==> config.mk <==
export PLATFORM = sky130hd
export DESIGN_NAME = normalize_seq_flat
export DESIGN_NICKNAME = d
export VERILOG_FILES = /design/src/rtl/normalize_seq_if.sv /design/src/rtl/normalize_seq.sv /design/src/flat_wrapper.sv
export SDC_FILE = /design/constraint.sdc
export NUM_CORES = 1
export LEC_CHECK = 0
export ABC_AREA = 1
export CAP_MARGIN = 20
export CORE_MARGIN = 3
export CORE_UTILIZATION = 35
export CTS_CLUSTER_SIZE = 10
export DETAILED_ROUTE_END_ITERATION = 16
export PLACE_DENSITY_LB_ADDON = 0.05
export SLEW_MARGIN = 20
export SYNTH_ARGS = -nofsm -noshare
export SYNTH_HDL_FRONTEND = slang
export SYNTH_SLANG_ARGS = --single-unit
export TNS_END_PERCENT = 50
==> constraint.sdc <==
create_clock -name clk -period 1.7 [get_ports clk]
set_input_delay 0.255 -clock clk [delete_from_list [all_inputs] [get_ports clk]]
set_output_delay 0.255 -clock clk [all_outputs]
set_load 0.01 [all_outputs]
==> src/rtl/normalize_seq_if.sv <==
// Bus bundle for normalize_seq: input handshake (sum/exponent/sign) and the
// result handshake with its status outputs.
interface normalize_seq_if;
    logic        in_valid;
    logic        in_ready;
    logic [24:0] sum_in;
    logic [7:0]  exp_in;
    logic        sign_in;
    logic        out_valid;
    logic        out_ready;
    logic [22:0] mant_out;
    logic [7:0]  exp_out;
    logic        sign_out;
    logic [7:0]  norm_shift;
    logic        carry_out;
    logic        zero_flag;
    logic        underflow;
    logic        overflow;

    modport slave (
        input  in_valid, sum_in, exp_in, sign_in, out_ready,
        output in_ready, out_valid, mant_out, exp_out, sign_out,
        output norm_shift, carry_out, zero_flag, underflow, overflow
    );

    modport master (
        output in_valid, sum_in, exp_in, sign_in, out_ready,
        input  in_ready, out_valid, mant_out, exp_out, sign_out,
        input  norm_shift, carry_out, zero_flag, underflow, overflow
    );
endinterface

==> src/rtl/normalize_seq.sv <==
// Post-add normalizer, IDLE -> NORM -> DONE. Default build shifts left one bit per
// NORM cycle; defining NORM_LZC_EN selects a single-cycle leading-zero count and barrel shift.
module normalize_seq (
    input  logic           clk,
    input  logic           rst_n,
    normalize_seq_if.slave bus,
    output logic [1:0]     state_o
);
    localparam logic [1:0] S_IDLE = 2'd0;
    localparam logic [1:0] S_NORM = 2'd1;
    localparam logic [1:0] S_DONE = 2'd2;

    logic [1:0]  state_q, state_d;
    logic [24:0] sum_q, sum_d;
    logic [7:0]  exp_q, exp_d;
    logic [7:0]  shift_q, shift_d;
    logic [22:0] mant_q, mant_d;
    logic [7:0]  expo_q, expo_d;
    logic        sign_q, sign_d;
    logic        carry_q, carry_d;
    logic        zero_q, zero_d;
    logic        unf_q, unf_d;
    logic        ovf_q, ovf_d;

`ifdef NORM_LZC_EN
    logic [4:0]  msb;
    logic [7:0]  need, lim, amt;
    logic [22:0] shifted;

    // Shift is capped at exp-1 so the exponent bottoms out at 1; any excess is underflow.
    always_comb begin
        msb = '0;
        for (int i = 0; i < 24; i++) begin
            if (sum_q[i]) msb = i[4:0];
        end
        need    = 8'd23 - {3'b000, msb};
        lim     = (exp_q == 8'd0) ? 8'd0 : exp_q - 8'd1;
        amt     = (need > lim) ? lim : need;
        shifted = 23'(sum_q << amt);
    end
`endif

    // Handshakes: a transfer happens on a rising edge where valid && ready are both high;
    // in_ready is high only in IDLE, out_valid only in DONE, so they are never high together.
    always_comb begin
        state_d = state_q;
        sum_d   = sum_q;
        exp_d   = exp_q;
        shift_d = shift_q;
        mant_d  = mant_q;
        expo_d  = expo_q;
        sign_d  = sign_q;
        carry_d = carry_q;
        zero_d  = zero_q;
        unf_d   = unf_q;
        ovf_d   = ovf_q;
        case (state_q)
            S_IDLE: begin
                if (bus.in_valid) begin
                    sum_d   = bus.sum_in;
                    exp_d   = bus.exp_in;
                    sign_d  = bus.sign_in;
                    shift_d = '0;
                    state_d = S_NORM;
                end
            end
            S_NORM: begin
                state_d = S_DONE;
                carry_d = 1'b0;
                zero_d  = 1'b0;
                unf_d   = 1'b0;
                ovf_d   = 1'b0;
                if (sum_q == '0) begin
                    zero_d = 1'b1;
                    mant_d = '0;
                    expo_d = '0;
                end else if (exp_q == 8'hFF || (sum_q[24] && exp_q == 8'hFE)) begin
                    ovf_d   = 1'b1;
                    carry_d = sum_q[24];
                    mant_d  = '0;
                    expo_d  = 8'hFF;
                end else if (sum_q[24]) begin
                    carry_d = 1'b1;
                    mant_d  = sum_q[23:1];
                    expo_d  = exp_q + 8'd1;
                end
`ifdef NORM_LZC_EN
                else begin
                    mant_d  = shifted;
                    shift_d = amt;
                    if (need > lim) begin
                        unf_d  = 1'b1;
                        expo_d = '0;
                    end else begin
                        expo_d = exp_q - amt;
                    end
                end
`else
                else if (sum_q[23]) begin
                    mant_d = sum_q[22:0];
                    expo_d = exp_q;
                end else if (exp_q <= 8'd1) begin
                    unf_d  = 1'b1;
                    mant_d = sum_q[22:0];
                    expo_d = '0;
                end else begin
                    state_d = S_NORM;
                    sum_d   = {sum_q[23:0], 1'b0};
                    exp_d   = exp_q - 8'd1;
                    shift_d = (shift_q >= 8'd23) ? 8'd23 : shift_q + 8'd1;
                end
`endif
            end
            S_DONE: begin
                if (bus.out_ready) state_d = S_IDLE;
            end
            default: state_d = S_IDLE;
        endcase
    end

    always_ff @(posedge clk or negedge rst_n) begin
        if (!rst_n) begin
            state_q <= S_IDLE;
            sum_q   <= '0;
            exp_q   <= '0;
            shift_q <= '0;
            mant_q  <= '0;
            expo_q  <= '0;
            sign_q  <= 1'b0;
            carry_q <= 1'b0;
            zero_q  <= 1'b0;
            unf_q   <= 1'b0;
            ovf_q   <= 1'b0;
        end else begin
            state_q <= state_d;
            sum_q   <= sum_d;
            exp_q   <= exp_d;
            shift_q <= shift_d;
            mant_q  <= mant_d;
            expo_q  <= expo_d;
            sign_q  <= sign_d;
            carry_q <= carry_d;
            zero_q  <= zero_d;
            unf_q   <= unf_d;
            ovf_q   <= ovf_d;
        end
    end

    assign bus.in_ready   = (state_q == S_IDLE);
    assign bus.out_valid  = (state_q == S_DONE);
    assign bus.mant_out   = mant_q;
    assign bus.exp_out    = expo_q;
    assign bus.sign_out   = sign_q;
    assign bus.norm_shift = shift_q;
    assign bus.carry_out  = carry_q;
    assign bus.zero_flag  = zero_q;
    assign bus.underflow  = unf_q;
    assign bus.overflow   = ovf_q;
    assign state_o        = state_q;
endmodule

==> src/flat_wrapper.sv <==
// flat-port wrapper written by rule: the top's interface ports become plain ports
module normalize_seq_flat 
  (clk, rst_n, state_o, bus_in_valid, bus_sum_in, bus_exp_in, bus_sign_in, bus_out_ready, bus_in_ready, bus_out_valid, bus_mant_out, bus_exp_out, bus_sign_out, bus_norm_shift, bus_carry_out, bus_zero_flag, bus_underflow, bus_overflow);
  normalize_seq_if bus_i ();
  input  logic clk;
  input  logic rst_n;
  output logic [1:0] state_o;
  input wire logic [$bits(bus_i.in_valid)-1:0] bus_in_valid;
  input wire logic [$bits(bus_i.sum_in)-1:0] bus_sum_in;
  input wire logic [$bits(bus_i.exp_in)-1:0] bus_exp_in;
  input wire logic [$bits(bus_i.sign_in)-1:0] bus_sign_in;
  input wire logic [$bits(bus_i.out_ready)-1:0] bus_out_ready;
  output wire logic [$bits(bus_i.in_ready)-1:0] bus_in_ready;
  output wire logic [$bits(bus_i.out_valid)-1:0] bus_out_valid;
  output wire logic [$bits(bus_i.mant_out)-1:0] bus_mant_out;
  output wire logic [$bits(bus_i.exp_out)-1:0] bus_exp_out;
  output wire logic [$bits(bus_i.sign_out)-1:0] bus_sign_out;
  output wire logic [$bits(bus_i.norm_shift)-1:0] bus_norm_shift;
  output wire logic [$bits(bus_i.carry_out)-1:0] bus_carry_out;
  output wire logic [$bits(bus_i.zero_flag)-1:0] bus_zero_flag;
  output wire logic [$bits(bus_i.underflow)-1:0] bus_underflow;
  output wire logic [$bits(bus_i.overflow)-1:0] bus_overflow;
  assign bus_i.in_valid = bus_in_valid;
  assign bus_i.sum_in = bus_sum_in;
  assign bus_i.exp_in = bus_exp_in;
  assign bus_i.sign_in = bus_sign_in;
  assign bus_i.out_ready = bus_out_ready;
  assign bus_in_ready = bus_i.in_ready;
  assign bus_out_valid = bus_i.out_valid;
  assign bus_mant_out = bus_i.mant_out;
  assign bus_exp_out = bus_i.exp_out;
  assign bus_sign_out = bus_i.sign_out;
  assign bus_norm_shift = bus_i.norm_shift;
  assign bus_carry_out = bus_i.carry_out;
  assign bus_zero_flag = bus_i.zero_flag;
  assign bus_underflow = bus_i.underflow;
  assign bus_overflow = bus_i.overflow;
  normalize_seq u_core (.clk(clk), .rst_n(rst_n), .bus(bus_i), .state_o(state_o));
endmodule
# After elaboration in Yosys (flattened, before gate mapping)
# Cells that the tools add are included.
# op_classes
add_sub_neg,3
mul,0
div,0
magnitude_cmp,2
eq_ne,11
shifts,0
n_mux,51
n_bitwise,0
reduce_logical,12
# ops
op,n
$mux W8,18
$mux W25,5
$mux W23,5
$pmux W25 S2,1
$pmux W8 S2,2
$logic_not A25 Y1,1
$mux W24,1
$add A8 B1 Y8 const B,2
$eq A8 B8 Y1 const B,2
$mux W2,7
$ne A2 B2 Y1 const B,7
$mux W1,11
$ge A8 B5 Y1 const B,1
$le A8 B1 Y1 const B,1
$sub A8 B1 Y8 const B,1
$reduce_and A7 Y1,1
$pmux W2 S3,1
$reduce_and A2 Y1,3
$reduce_and A5 Y1,1
$reduce_bool A5 Y1,1
$reduce_and A4 Y1,1
$eq A2 B1 Y1 const B,1
$eq A2 B2 Y1 const B,1
$logic_not A2 Y1,1
3 further kinds,3
# word_totals
ff_bits,79
latchBits,0
ramBits,0
mem_bits_ro,0
input_bits,38
output_inout_bits,48
word_cells,92
n_memories,0

# Depth between registers and ports, before layout
# logic_depth
ltp_word,8
mapped_depth,11
depth_no_buf,10

# Worst setup path after synthesis
# OpenSTA, ideal clock, no wires.
# synth_timing
kind,register to register
start,reg u_core.exp_q[0]
end,reg u_core.exp_q[6]
setup_time_ps,117
arrival_time_ps,1601
required_time_ps,1583
slack_ps,-18
path_stages_with_launch,12
path_buffers,1
period_less_slack_ps,1718
cell_sequence,dfrtp_1 inv_1 ha_1 nor2_1 nor2_1 nand2_1 nand3_2 nand2_4 nand3_4 buf_6 nand2_1 nand2_1
# synth_between
elab_chain_len,7
word_cells_on_any_way,15
classes_between,add/sub: 1; order compare: 1; eq/ne: 4; mux: 6; reduce/logical: 3
# synth_lines
item,line,text
start: declaration,normalize_seq.sv:15,"logic [7:0] exp_q, exp_d;"
start signal: assignment,normalize_seq.sv:137,exp_q <= exp_d;
$sub A8 B1 Y8,normalize_seq.sv:109,exp_d = exp_q - 8'd1;
$mux W8,normalize_seq.sv:102,end else if (exp_q <= 8'd1) begin
$mux W8,normalize_seq.sv:99,else if (sum_q[23]) begin
$mux W8,normalize_seq.sv:82,end else if (sum_q[24]) begin
$mux W8,normalize_seq.sv:77,end else if (exp_q == 8'hFF || (sum_q[24] && exp_q == 8'hFE)) begin
$mux W8,normalize_seq.sv:73,if (sum_q == '0) begin
$pmux W8 S2,normalize_seq.sv:57,case (state_q)
# Several ways; a longest one is shown, not always the timed one. The select of a mux whose other input is x is not followed.
# A chain may end at the register's enable or synchronous reset.

# Final worst setup path
# layout_timing
start,reg u_core.exp_q[1]
end,"reg u_core.state_q[1], in the netlist u_core.state_o[1]"
# layout_between
elab_chain_len,7
word_cells_on_any_way,11
classes_between,order compare: 1; eq/ne: 2; mux: 6; reduce/logical: 2
# layout_lines
item,line,text
$le A8 B1 Y1,normalize_seq.sv:102,
$mux W2,normalize_seq.sv:102,
$mux W2,normalize_seq.sv:99,
$mux W2,normalize_seq.sv:82,
$mux W2 (*),normalize_seq.sv:77,
$mux W2 (*),normalize_seq.sv:73,
$pmux W2 S3 (*),normalize_seq.sv:57,
end signal: assignment,normalize_seq.sv:135,state_q <= state_d;
end: declaration,normalize_seq.sv:13,"logic [1:0] state_q, state_d;"
# Mark *: on every way between the ends. The rest lies on a longest branch, timed or not.

==> metrics.txt <==
clock latency on the worst-skew pair ~0.35 ns; WP data required between 1.5 and 2 ns; Final WS setup -0.0290 ns; minimum clock period around 1.7 ns; starting density of the core approximately 36%; Post-Synth Simple-Gate Area about two fifths; RSZ-0062 raised after global routing yes; Flop pwr share 25.8%; Critical Path Fanout Max 10; sw power 5470 µW; logic gate share of total power 58.0%; Fmax 578 MHz; WL final between 10000 and 15000 µm; Post-synth EDFFs 0; Via density around 5; most area-consuming cells after synthesis dfrtp_1 (43%), nand2_1 (21%), nand3_1 (7.9%); gpl congestion roughly 0.86; post-synthesis cell area roughly 4600 µm²; Critical Path Sink Type flip-flop; Setup crit start kind flip-flop; top-count cell post-synth nand2_1; Ports between 80 and 90; CTS clock-pin slew for the worst setup and hold paths around 0.060 ns; First DRT Iteration DRCs ~260; Synth cell types 27; Global Route Usage Sum 19.5%; Crit Path Category reg2reg; Nets 827; Top FF cell, synth dfrtp_1; Static Leak 0.00340 µW; Residual DRC 0; Sink Count roughly 80; register area share after synthesis between 40% and 50%; Syn Nets 704; syn_area_per_cell approximately 6.9 µm²; Die Footprint 14500 µm²; chip width ~120 µm; Post-Synth XOR/XNOR Area less than 1%; failing checks setup timing; largest net degree at the start of global routing 80; max-slew violations 0; max cap viols 0; vias in the first global route 4471; Synth Area in Compound Gates under 10%; endpoints failing hold 0; Power Dens Cells 1890 nW/µm²; Site Rows 41; Die Span Y 120 µm; clock buffer depth 2; # setup viols final 30; Area Overhead vs Synth 47.1%; final core utilization between 50% and 60%; CP arrival ~2.0 ns; async set-reset flop share out of synthesis 100%; TritonCTS clock tree yes; synthesized flop and latch total 79; Ant. Diodes 0; post-route ant nets 0; DRT Pass-1 Iters 6; initial antenna violation count 0; gr ovfl total 0; Mapped Cells 661; share of layout cells above drive strength 1 between 15 and 20%; clock group share of total power approximately 16%; final worst-path cycle share 102%; Int Pwr roughly 7200 µW; CTS root buf clkbuf_16; Max IR drop VDD about 780 µV; slew margin rel. 70.5%; Net Sw Frac roughly 43%; Adder-Cell Fraction of Synth Area 1.37%; global-route wire length before repair around 23000 µm; WL per Instance 14.7 µm; area share of the largest cell type after synthesis between 40% and 50%; Worst Skew ~0.0067 ns; pre-CTS WS -0.0477 ns; main combinational cell family by area after synthesis simple AND/OR/NAND/NOR gates; result of the run complete, but fails checks; setup TNS -0.388 ns; vias 4700; IO Port Bufs 85; CTS buffer count 9; HPWL Detailed 9410 µm; post-synthesis mux area share 0%; H-tree levels 3; fillers approximately 1300; Core Area approximately 13000 µm²; area leader, netlist dfrtp_1; YS warnings 0; slew at the pin closest to its max-slew limit between 0.4 and 0.5 ns; Post-synth top cells nand2_1 (256), dfrtp_1 (79), nand3_1 (72); worst min path class in2reg
[layer usage]
| layer | GRT usage [%] | routed length, µm |
|---|---|---|
| met1 | 27.9 | 6760 |
| met2 | 29.9 | 6480 |
| met3 | 3.04 | 676 |
| met4 | 7.72 | 227 |
| met5 | 0 | 0 |
[logic make-up after synthesis]
group	after synthesis
AOI/OAI and AO/OA	66
xor gates and xnor gates	2
adders and majority gates	5
buffers and inverters	91
DFF	79
and+or+nand+nor	418
[registers in the layout, summed over array words and instances (netlist names), 2 cells and up]
register               cells
u_core.bus.exp_out         8
u_core.bus.mant_out       23
u_core.bus.norm_shift      8
u_core.exp_q               8
u_core.state_o             2
u_core.sum_q              25
[worst max-delay path, stage by stage (launching register included)]
cell and delay [ns]:
dfrtp_1 0.40, inv_2 0.08, ha_1 0.21, nor2_4 0.09
nor2_2 0.05, buf_4 0.14, a21oi_4 0.16, nand3_4 0.14
nand2_8 0.13, buf_12 0.14, o21ai_1 0.06
[stage by stage]
step,instances,hold WS [ns],total power (µW),area (µm²)
global placement,925,0.326,9450,5880
global route,961,0.457,13700,6710
detailed placement,925,0.326,9480,5880
CTS,956,0.434,12200,6450
finish,961,0.439,12700,6710
floorplan,661,-0.0406,6880,4570
[final cells by class]
type	count	area [µm²]	share of cell area [%]
Multi-Input combinational cell	491	2460	36.6
Sequential cell	79	1980	29.4
Timing Repair Buffer	148	1540	23.0
Clock buffer	14	274	4.08
Tap cell	172	215	3.21
Inverter	55	209	3.11
Clock inverter	2	37.5	0.559
[layout by cell type (no fill, tap or decap), types with 2 or more instances in the layout]
cell,Yosys,final
inv_2,3,4
nor2_1,54,48
a21oi_1,4,3
nand2_1,256,229
clkbuf_16,0,12
clkbuf_8,0,3
buf_4,3,40
ha_4,0,2
o21ai_1,1,14
nor2_4,0,4
nor2_2,3,5
inv_1,51,49
buf_12,0,8
nand3_1,72,70
ha_1,5,3
nand3_4,1,4
nand2_2,2,19
nand4_1,24,24
dfrtp_1,79,79
o21ai_0,60,39
buf_6,3,9
clkbuf_1,9,2
o21ai_2,0,7
clkdlybuf4s50_1,0,82
nand3_2,3,2
buf_8,0,2
nand2_4,1,10
dlygate4sd2_1,0,2
[repair_timing]
| action | 4_1_cts | 5_1_grt |
|---|---|---|
| endpoints found under the setup margin | 54 | 73 |
| hold buffers | 1 | 0 |
| pin swaps | 17 | 12 |
| endpoints found under the hold margin | 79 | 0 |
| cloned | 2 | 4 |
| gates resized for setup | 48 | 58 |
| setup buffers | 14 | 2 |
[path summary, 6_finish.rpt]
check | start | cells past startpoint | slack [ns] | end
max in group asynchronous | rst_n | 3 | 0.88 | u_core.bus.mant_out[8]
setup reg to reg | u_core.exp_q[1] | 10 | -0.03 | u_core.state_o[1]
setup / recovery | u_core.exp_q[1] | 10 | -0.03 | u_core.state_o[1]
min in group asynchronous | rst_n | 3 | 0.48 | u_core.bus.exp_out[2]
hold / removal | bus_sign_in | 3 | 0.44 | u_core.bus.sign_out
hold reg to reg | u_core.bus.exp_out[3] | 2 | 0.47 | u_core.bus.exp_out[3]
[power by group through the flow]
stage	Combinational, µW	Clock [µW]	Sequential (µW)
2_1_floorplan	3560	0	3320
3_3_place_gp	6210	0	3230
3_5_place_dp	6240	0	3250
4_1_cts	6850	2090	3240
5_1_grt	8190	2140	3380
6_report	7350	2050	3280
Power figures use the tool's default switching activity.
